==> config.mk <==
export PLATFORM = sky130hd
export DESIGN_NAME = uart_rx
export DESIGN_NICKNAME = d
export VERILOG_FILES = /design/src/rtl/uart_rx.sv
export SDC_FILE = /design/constraint.sdc
export NUM_CORES = 1
export LEC_CHECK = 0
export CAP_MARGIN = 10
export CORE_MARGIN = 1
export CORE_UTILIZATION = 28
export CTS_BUF_LIST = sky130_fd_sc_hd__clkbuf_8 sky130_fd_sc_hd__clkbuf_16
export DETAILED_ROUTE_END_ITERATION = 16
export MAX_ROUTING_LAYER = met4
export PLACE_DENSITY = 0.5
export SKIP_LAST_GASP = 1
export SYNTH_ARGS = -nofsm -noshare
export SYNTH_HDL_FRONTEND = slang
export SYNTH_SLANG_ARGS = --single-unit
==> constraint.sdc <==
create_clock -name clk_i -period 3 [get_ports clk_i]
set_input_delay 0.3 -clock clk_i [delete_from_list [all_inputs] [get_ports clk_i]]
set_output_delay 0.3 -clock clk_i [all_outputs]
set_load 0.05 [all_outputs]
==> src/rtl/uart_rx.sv <==
// UART receiver: 2-flop synchronised input, mid-bit sampling on an oversample strobe.
// Optional even-parity frame support via `define UART_RX_PARITY_EN.
module uart_rx #(
    parameter int DataWidth  = 8,
    parameter int Oversample = 16
) (
    input  logic                 clk_i,
    input  logic                 rst_i,
    input  logic                 baud_tick_i,
    input  logic                 rxd_i,
    output logic [DataWidth-1:0] data_o,
    output logic                 dv_o,
    output logic                 frame_err_o,
    output logic                 parity_err_o,
    output logic                 busy_o
);
    localparam int TW = $clog2(Oversample);
    localparam int BW = (DataWidth > 1) ? $clog2(DataWidth) : 1;
    localparam logic [TW-1:0] TickLast = TW'(Oversample - 1);
    localparam logic [TW-1:0] TickMid  = TW'(Oversample / 2 - 1);
    localparam logic [BW-1:0] BitLast  = BW'(DataWidth - 1);

    typedef enum logic [2:0] {
        Idle,
        StartBit,
        DataBits,
        ParityBit,
        StopBit
    } state_e;

    state_e                 state_q, state_d;
    logic                   sync1_q, sync2_q, prev_q;
    logic [TW-1:0]          tick_cnt_q, tick_cnt_d;
    logic [BW-1:0]          bit_cnt_q, bit_cnt_d;
    logic [DataWidth-1:0]   shift_q, shift_d;
    logic [DataWidth-1:0]   data_q, data_d;
    logic                   dv_q, dv_d;
    logic                   frame_err_q, frame_err_d;
    logic                   par_err_q, par_err_d;
    logic                   par_bad_q, par_bad_d;
    logic                   rxs;
    logic                   tick_last;

    assign rxs       = sync2_q;
    assign tick_last = (tick_cnt_q == TickLast);

    // NOTE: state registers use non-blocking assignments; all next-state logic lives in always_comb.
    always_ff @(posedge clk_i) begin
        if (rst_i) begin
            sync1_q     <= 1'b1;
            sync2_q     <= 1'b1;
            prev_q      <= 1'b1;
            state_q     <= Idle;
            tick_cnt_q  <= '0;
            bit_cnt_q   <= '0;
            shift_q     <= '0;
            data_q      <= '0;
            dv_q        <= 1'b0;
            frame_err_q <= 1'b0;
            par_err_q   <= 1'b0;
            par_bad_q   <= 1'b0;
        end else begin
            sync1_q     <= rxd_i;
            sync2_q     <= sync1_q;
            if (baud_tick_i) prev_q <= rxs;
            state_q     <= state_d;
            tick_cnt_q  <= tick_cnt_d;
            bit_cnt_q   <= bit_cnt_d;
            shift_q     <= shift_d;
            data_q      <= data_d;
            dv_q        <= dv_d;
            frame_err_q <= frame_err_d;
            par_err_q   <= par_err_d;
            par_bad_q   <= par_bad_d;
        end
    end

    // NOTE: every comb output gets a default first so no path can infer a latch.
    always_comb begin
        state_d     = state_q;
        tick_cnt_d  = tick_cnt_q;
        bit_cnt_d   = bit_cnt_q;
        shift_d     = shift_q;
        data_d      = data_q;
        dv_d        = 1'b0;
        frame_err_d = 1'b0;
        par_err_d   = 1'b0;
        par_bad_d   = par_bad_q;
        if (baud_tick_i) begin
            unique case (state_q)
                Idle: begin
                    tick_cnt_d = '0;
                    bit_cnt_d  = '0;
                    par_bad_d  = 1'b0;
                    if (prev_q && !rxs) state_d = StartBit;
                end
                StartBit: begin
                    if (tick_cnt_q == TickMid) begin
                        tick_cnt_d = '0;
                        bit_cnt_d  = '0;
                        state_d    = rxs ? Idle : DataBits;
                    end else begin
                        tick_cnt_d = tick_cnt_q + 1'b1;
                    end
                end
                DataBits: begin
                    if (tick_last) begin
                        tick_cnt_d = '0;
                        shift_d    = {rxs, shift_q[DataWidth-1:1]};
                        if (bit_cnt_q == BitLast) begin
                            bit_cnt_d = '0;
`ifdef UART_RX_PARITY_EN
                            state_d   = ParityBit;
`else
                            state_d   = StopBit;
`endif
                        end else begin
                            bit_cnt_d = bit_cnt_q + 1'b1;
                        end
                    end else begin
                        tick_cnt_d = tick_cnt_q + 1'b1;
                    end
                end
                ParityBit: begin
                    if (tick_last) begin
                        tick_cnt_d = '0;
                        par_bad_d  = (^shift_q) ^ rxs;
                        state_d    = StopBit;
                    end else begin
                        tick_cnt_d = tick_cnt_q + 1'b1;
                    end
                end
                StopBit: begin
                    if (tick_last) begin
                        tick_cnt_d = '0;
                        state_d    = Idle;
                        // Frame error wins over parity error; either one suppresses dv.
                        if (!rxs) begin
                            frame_err_d = 1'b1;
                        end else if (par_bad_q) begin
                            par_err_d = 1'b1;
                        end else begin
                            data_d = shift_q;
                            dv_d   = 1'b1;
                        end
                    end else begin
                        tick_cnt_d = tick_cnt_q + 1'b1;
                    end
                end
                default: state_d = Idle;
            endcase
        end
    end

    assign data_o      = data_q;
    assign dv_o        = dv_q;
    assign frame_err_o = frame_err_q;
    assign busy_o      = (state_q != Idle);
`ifdef UART_RX_PARITY_EN
    assign parity_err_o = par_err_q;
`else
    assign parity_err_o = 1'b0;
`endif

endmodule

==> impl_metrics.yaml, run 1 <==
clock_tree:
  htreeDepth: 2
  cts.path.max_buffers: 2
  cts_hold_buf: 0
  cts_tree: "yes"
  worst_skew_pair.late_latency_ns: 0.28
  post_cts_resized: 0
  path_clk_slew_ns: 0.07
  cts.sinks: 32
  cts-buffers-inserted: 5
  postCtsSetupBuffers: 0
  clock-root-buffer: "clkbuf_8"
global_routing:
  antenna_found_initial: 0
  grt_max_degree: 20
  globalRouteTotalUtil_pct: 11.6
  grt_pass1_vias: 1103
  grt_pass1_wl_um: 4800
  grt-ovfl-total: 0
sta:
  max_slew_margin_pct: 54.9
  rsz0062_at_grt: "no"
  fin_crit_sh_pct: 77.8
  max_freq_mhz: 428
  skew_ns: 0.00314
  hold_slack_ns: 0.411
  worst_slew_pin_slew_ns: 0.674
  drv_slew: 0
  min_period_ns: 2.33
  final-setup-viol-count: 0
  tns_ns: 0
  final_hold_viol_count: 0
cells_and_area:
  multi_input_area_um2: 791
  syn2layout_area_growth_pct: 17.9
  nNetsFinal: 180
  final_common_cell: "dfxtp_1"
  n_antenna_cell: 0
  drive_above_1_share_pct: 9.83
  final_cell_mix: "dfxtp_1 (32), nor2_1 (20), mux2i_1 (18)"
  seqCellArea_um2: 641
  stdcell_count: 243
  final_cell_area_um2: 1760
  fillers: 561
placed_design:
  portBuffers: 14
  placed_area_um2: 1680
  dpl.hpwl_um: 1950
  place_inst: 236
  place_congestion: 0.727
pwr:
  p_leak_nw: 0.598
  p_switching_w: 0.000191
  sw_frac_of_total_pct: 24.2
  p_clk_share_pct: 39.6
  fin_total_pwr_w: 0.000789
  p_seq_share_pct: 54.7
  powerDensity_nw_per_um2: 449
  combPwrFrac_pct: 5.7
  peakVddDrop_mv: 0.280
  p_int_w: 0.000598
drt:
  avgRoutedWirePerCell_um: 11.7
  routed_via_density: 4.67
  ant_nets: 0
  drc_errors: 0
  wirelength_um: 2850
  first_iter_violations: 66
  dr.pass1.iters: 4
  vias: 1134
outcome:
  status: "complete, no violations"
synthesis:
  yosysWarnings: 0
  ys_seq_area_share_pct: 42.9
  synth_cells: 161
  synth_area_um2: 1490
  synth_top_area_cell: "dfxtp_1"
  synth.net_count: 168
  ys_seq_elements: 32
  syn_area_per_cell_um2: 9.27
  synth_area_leaders: "dfxtp_1 (43%), mux2i_1 (12%), nor2_1 (5.0%), xnor2_1 (4.1%), nand2_1 (2.8%)"
  synthDistinctLibCells: 38
  yosysTopAreaCellShare_pct: 42.9
floorplan:
  die_h_um: 75.0
  initial_utilization_pct: 29.2
  coreArea_um2: 5110
  ios: 16
  row_count: 26
  dieArea_um2: 5630
  dieWidth_um: 75.0
critical_path:
  start_kind: "register"
  end_kind: "output port"
  cp.arrival_ns: 2.03
  reg2reg_from: "tick_cnt_q[0]"
  reg2reg_slack_ns: 1.03
  slowest_stage: "clkdlybuf4s50_1"
  rr_endpoint: "state_q[1]"
  worst-path-max-fanout: 15
  max_stage_delay_ns: 0.82
  critPathKind: "reg2out"
  required_ns: 2.70
  path_cells: "nor3_1 > inv_1 > clkdlybuf4s50_1"
  r2r_cells: 6
worst_hold_path:
  hold_end: "rxs"
  hold_depth: 1
  hp-start: "sync1_q"
  hold_path.class: "reg2reg"
run:
  max_cap_viol_count: 0
==> per-stage QoR <==
stage | utilization (%) | setup slack (ns)
after floorplan | - | 1.22
after global placement | 32.9 | 1.02
after detailed placement | 32.9 | 0.966
after CTS | 34.4 | 0.663
after global routing | 34.4 | 0.544
final | 34.4 | 0.666
==> cell type report <==
cell class	count	share of cell area, %
Inverter	2	0.427
Clock buffer	5	3.91
Timing Repair Buffer	16	8.82
Sequential cell	32	36.4
Tap cell	70	4.98
Clock inverter	2	0.498
Multi-Input combinational cell	116	45.0
==> critical path, delay by kind of cell, from the launching register on <==
family | cells | cell delay (ns)
simple gates | 1 | 0.14
buf+inv | 2 | 0.98
flops | 1 | 0.63
==> how the worst max path moves through the flow <==
stage / startpoint / endpoint / cells past startpoint
5_1_grt: state_q[1] / busy_o / 3
3_3_place_gp: baud_tick_i / data_o[2] / 6
2_1_floorplan: state_q[0] / state_q[1] / 7
3_5_place_dp: baud_tick_i / data_o[3] / 6
4_1_cts: state_q[1] / busy_o / 3
6_report: state_q[1] / busy_o / 3
==> sequential cells by signal (all words and copies together), names as in the netlist, 3 cells and up <==
name,flops
shift_q,8
bit_cnt_q,3
state_q,3
tick_cnt_q,4
data_o,8
==> per-layer routing <==
metal  routed length, µm  GRT usage, %  vias to the layer above
li1                    -             -                      574
met1                1410          14.8                      537
met2                1310          17.3                       17
met3                  83          3.21                        6
met4                  42          4.40                        0
met5                   0             -                        -
==> kinds of logic (layout without fill, tap and decap cells) <==
logic type	after synthesis	count (layout)	share of synthesized area [%]
AOI/OAI and AO/OA	20	20	10.1
xor gates and xnor gates	9	9	5.28
adders and majority gates	3	3	2.51
buffers and inverters	13	25	4.11
DFF	32	32	42.9
muxes	18	18	12.1
other	1	1	0.251
and+or+nand+nor	65	65	22.8
==> cells in the mapped netlist (all sizes together) <==
cell	instances
nand2	11
conb	1
a311oi	1
inv	2
nor3	3
nor2	20
or3	3
or2	4
buf	6
nor3b	2
and4	1
clkbuf	5
nand3b	2
o31ai	1
and3	2
nand3	7
a211oi	1
nand2b	1
nand4b	1
ha	3
dfxtp	32
xnor2	7
a21o	1
mux2i	18
a32o	1
nor2b	5
xor2	2
a41o	1
nand4	3
a211o	1
a31oi	2
a21oi	7
o21ai	4
==> power by group through the flow <==
stage	clock, W	sequential [W]	combinational (W)
finish	0.000313	0.000431	0.0000449
global route	0.000336	0.000431	0.0000493
CTS	0.000320	0.000431	0.0000453
detailed placement	0	0.000441	0.0000452
global placement	0	0.000441	0.0000442
floorplan	0	0.000438	0.0000368
No activity file was read; power rests on OpenSTA's default activity.
==> inputs of run 2 (changes only) <==
==> constraint.sdc (replaced) <==
create_clock -name clk_i -period 2.43 [get_ports clk_i]
set_input_delay 0.243 -clock clk_i [delete_from_list [all_inputs] [get_ports clk_i]]
set_output_delay 0.243 -clock clk_i [all_outputs]
set_load 0.05 [all_outputs]
==> run 2 against run 1 <==
Against the previous run: hold slack better by 0.018 ns; global-route usage up 1.0 points; utilization up 0.73 points; routed wire length up 1.3%; total power up 37%; first-iteration DRC count down 3.0%; combinational power up 25%; count of clock-buffer cells in the layout unchanged.
==> impl_metrics.yaml, run 2 (synthesis results as in run 1) <==
pwr:
  p_leak_nw: 0.617
  combPwrFrac_pct: 5.2
  p_clk_share_pct: 45.7
  p_seq_share_pct: 49.1
  powerDensity_nw_per_um2: 603
  p_switching_w: 0.000234
  p_int_w: 0.000849
  sw_frac_of_total_pct: 21.6
  peakVddDrop_mv: 0.275
sta:
  min_period_ns: 2.26
  max_freq_mhz: 442
  skew_ns: 0.00770
  final-setup-viol-count: 0
  fin_crit_sh_pct: 93.1
  final_hold_viol_count: 0
  drv_slew: 0
  tns_ns: 0
  rsz0062_at_grt: "no"
  timing.final.ws_setup_ns: 0.168
cells_and_area:
  syn2layout_area_growth_pct: 20.4
  n_antenna_cell: 0
  final_cell_mix: "dfxtp_1 (32), nor2_1 (20), mux2i_1 (18)"
  drive_above_1_share_pct: 10.9
  fillers: 539
  final_common_cell: "dfxtp_1"
  nNetsFinal: 181
drt:
  vias: 1145
  drc_errors: 0
  ant_nets: 0
  routed_via_density: 4.67
  dr.pass1.iters: 4
  wirelength_um: 2890
  first_iter_violations: 64
  avgRoutedWirePerCell_um: 11.8
floorplan:
  row_count: 26
  dieArea_um2: 5630
  die_h_um: 75.0
  ios: 16
  initial_utilization_pct: 29.2
  dieWidth_um: 75.0
  coreArea_um2: 5110
clock_tree:
  worst_skew_pair.late_latency_ns: 0.29
  cts.sinks: 32
  htreeDepth: 2
  cts.path.max_buffers: 2
  cts_tree: "yes"
  path_clk_slew_ns: 0.07
  post_cts_resized: 0
  cts-buffers-inserted: 5
  cts_hold_buf: 0
  postCtsSetupBuffers: 0
  clock-root-buffer: "clkbuf_8"
placed_design:
  place_congestion: 0.758
  pre_cts_ws_ns: 0.436
  portBuffers: 14
  dpl.hpwl_um: 2000
global_routing:
  grt_pass1_vias: 1142
  grt_max_degree: 16
  grt_pass1_wl_um: 5070
  grt-ovfl-total: 0
  globalRouteTotalUtil_pct: 12.6
  antenna_found_initial: 0
critical_path:
  required_ns: 2.19
  worst-path-max-fanout: 15
  start_kind: "register"
  critical_path.top_delay_family: "buffers and inverters"
  path_cells: "nor3_1 > inv_1 > clkdlybuf4s50_1"
  cp.arrival_ns: 2.02
  max_stage_delay_ns: 0.82
  cp.buffers_inverters: 2
  end_kind: "output port"
  slowest_stage: "clkdlybuf4s50_1"
  critPathKind: "reg2out"
outcome:
  status: "complete, no violations"
run:
  max_cap_viol_count: 0
worst_hold_path:
  hold_path.class: "reg2reg"
run 2: cell count changes in the layout (fill, tap and decap cells not counted):
cell	before	now
buf_4	2	3
bufinv_16	0	1
run 2: per-layer routing:
| metal | up-vias | wire (µm) | global-route usage, % |
|---|---|---|---|
| li1 | 578 | - | - |
| met1 | 537 | 1350 | 14.1 |
| met2 | 23 | 1350 | 20.1 |
| met3 | 7 | 121 | 3.61 |
| met4 | 0 | 69 | 7.13 |
| met5 | - | 0 | - |
run 2: through the flow:
stage / hold slack, ns / power (W) / instances / cell area, µm² / utilization (%)
after floorplan: 0.347 / 0.000587 / 161 / 1490 / -
after global placement: 0.399 / 0.000601 / 237 / 1690 / 33.1
after detailed placement: 0.402 / 0.000601 / 237 / 1690 / 33.1
after CTS: 0.427 / 0.00110 / 245 / 1800 / 35.2
after global routing: 0.450 / 0.00113 / 245 / 1800 / 35.2
final: 0.430 / 0.00108 / 245 / 1800 / 35.2
run 2: final timing paths:
path | from | end | slack [ns] | cells after the start
hold / removal | sync1_q | rxs | 0.43 | 1
setup reg to reg | tick_cnt_q[0] | state_q[1] | 0.49 | 6
setup / recovery | state_q[1] | busy_o | 0.17 | 3
hold reg to reg | sync1_q | rxs | 0.43 | 1
run 2: final cells by class:
| type | count | area, µm² | area share, % |
|---|---|---|---|
| Clock inverter | 3 | 38.8 | 2.16 |
| Sequential cell | 32 | 641 | 35.7 |
| Tap cell | 70 | 87.6 | 4.87 |
| Timing Repair Buffer | 17 | 163 | 9.05 |
| Clock buffer | 5 | 68.8 | 3.83 |
| Inverter | 2 | 7.51 | 0.418 |
| Multi-Input combinational cell | 116 | 791 | 44.0 |
run 2: power groups by stage:
stage / logic (W) / clock network (W) / registers, W
finish: 0.0000561 / 0.000495 / 0.000533
global route: 0.0000615 / 0.000534 / 0.000533
CTS: 0.0000563 / 0.000509 / 0.000533
detailed placement: 0.0000562 / 0 / 0.000545
global placement: 0.0000561 / 0 / 0.000544
floorplan: 0.0000455 / 0 / 0.000541
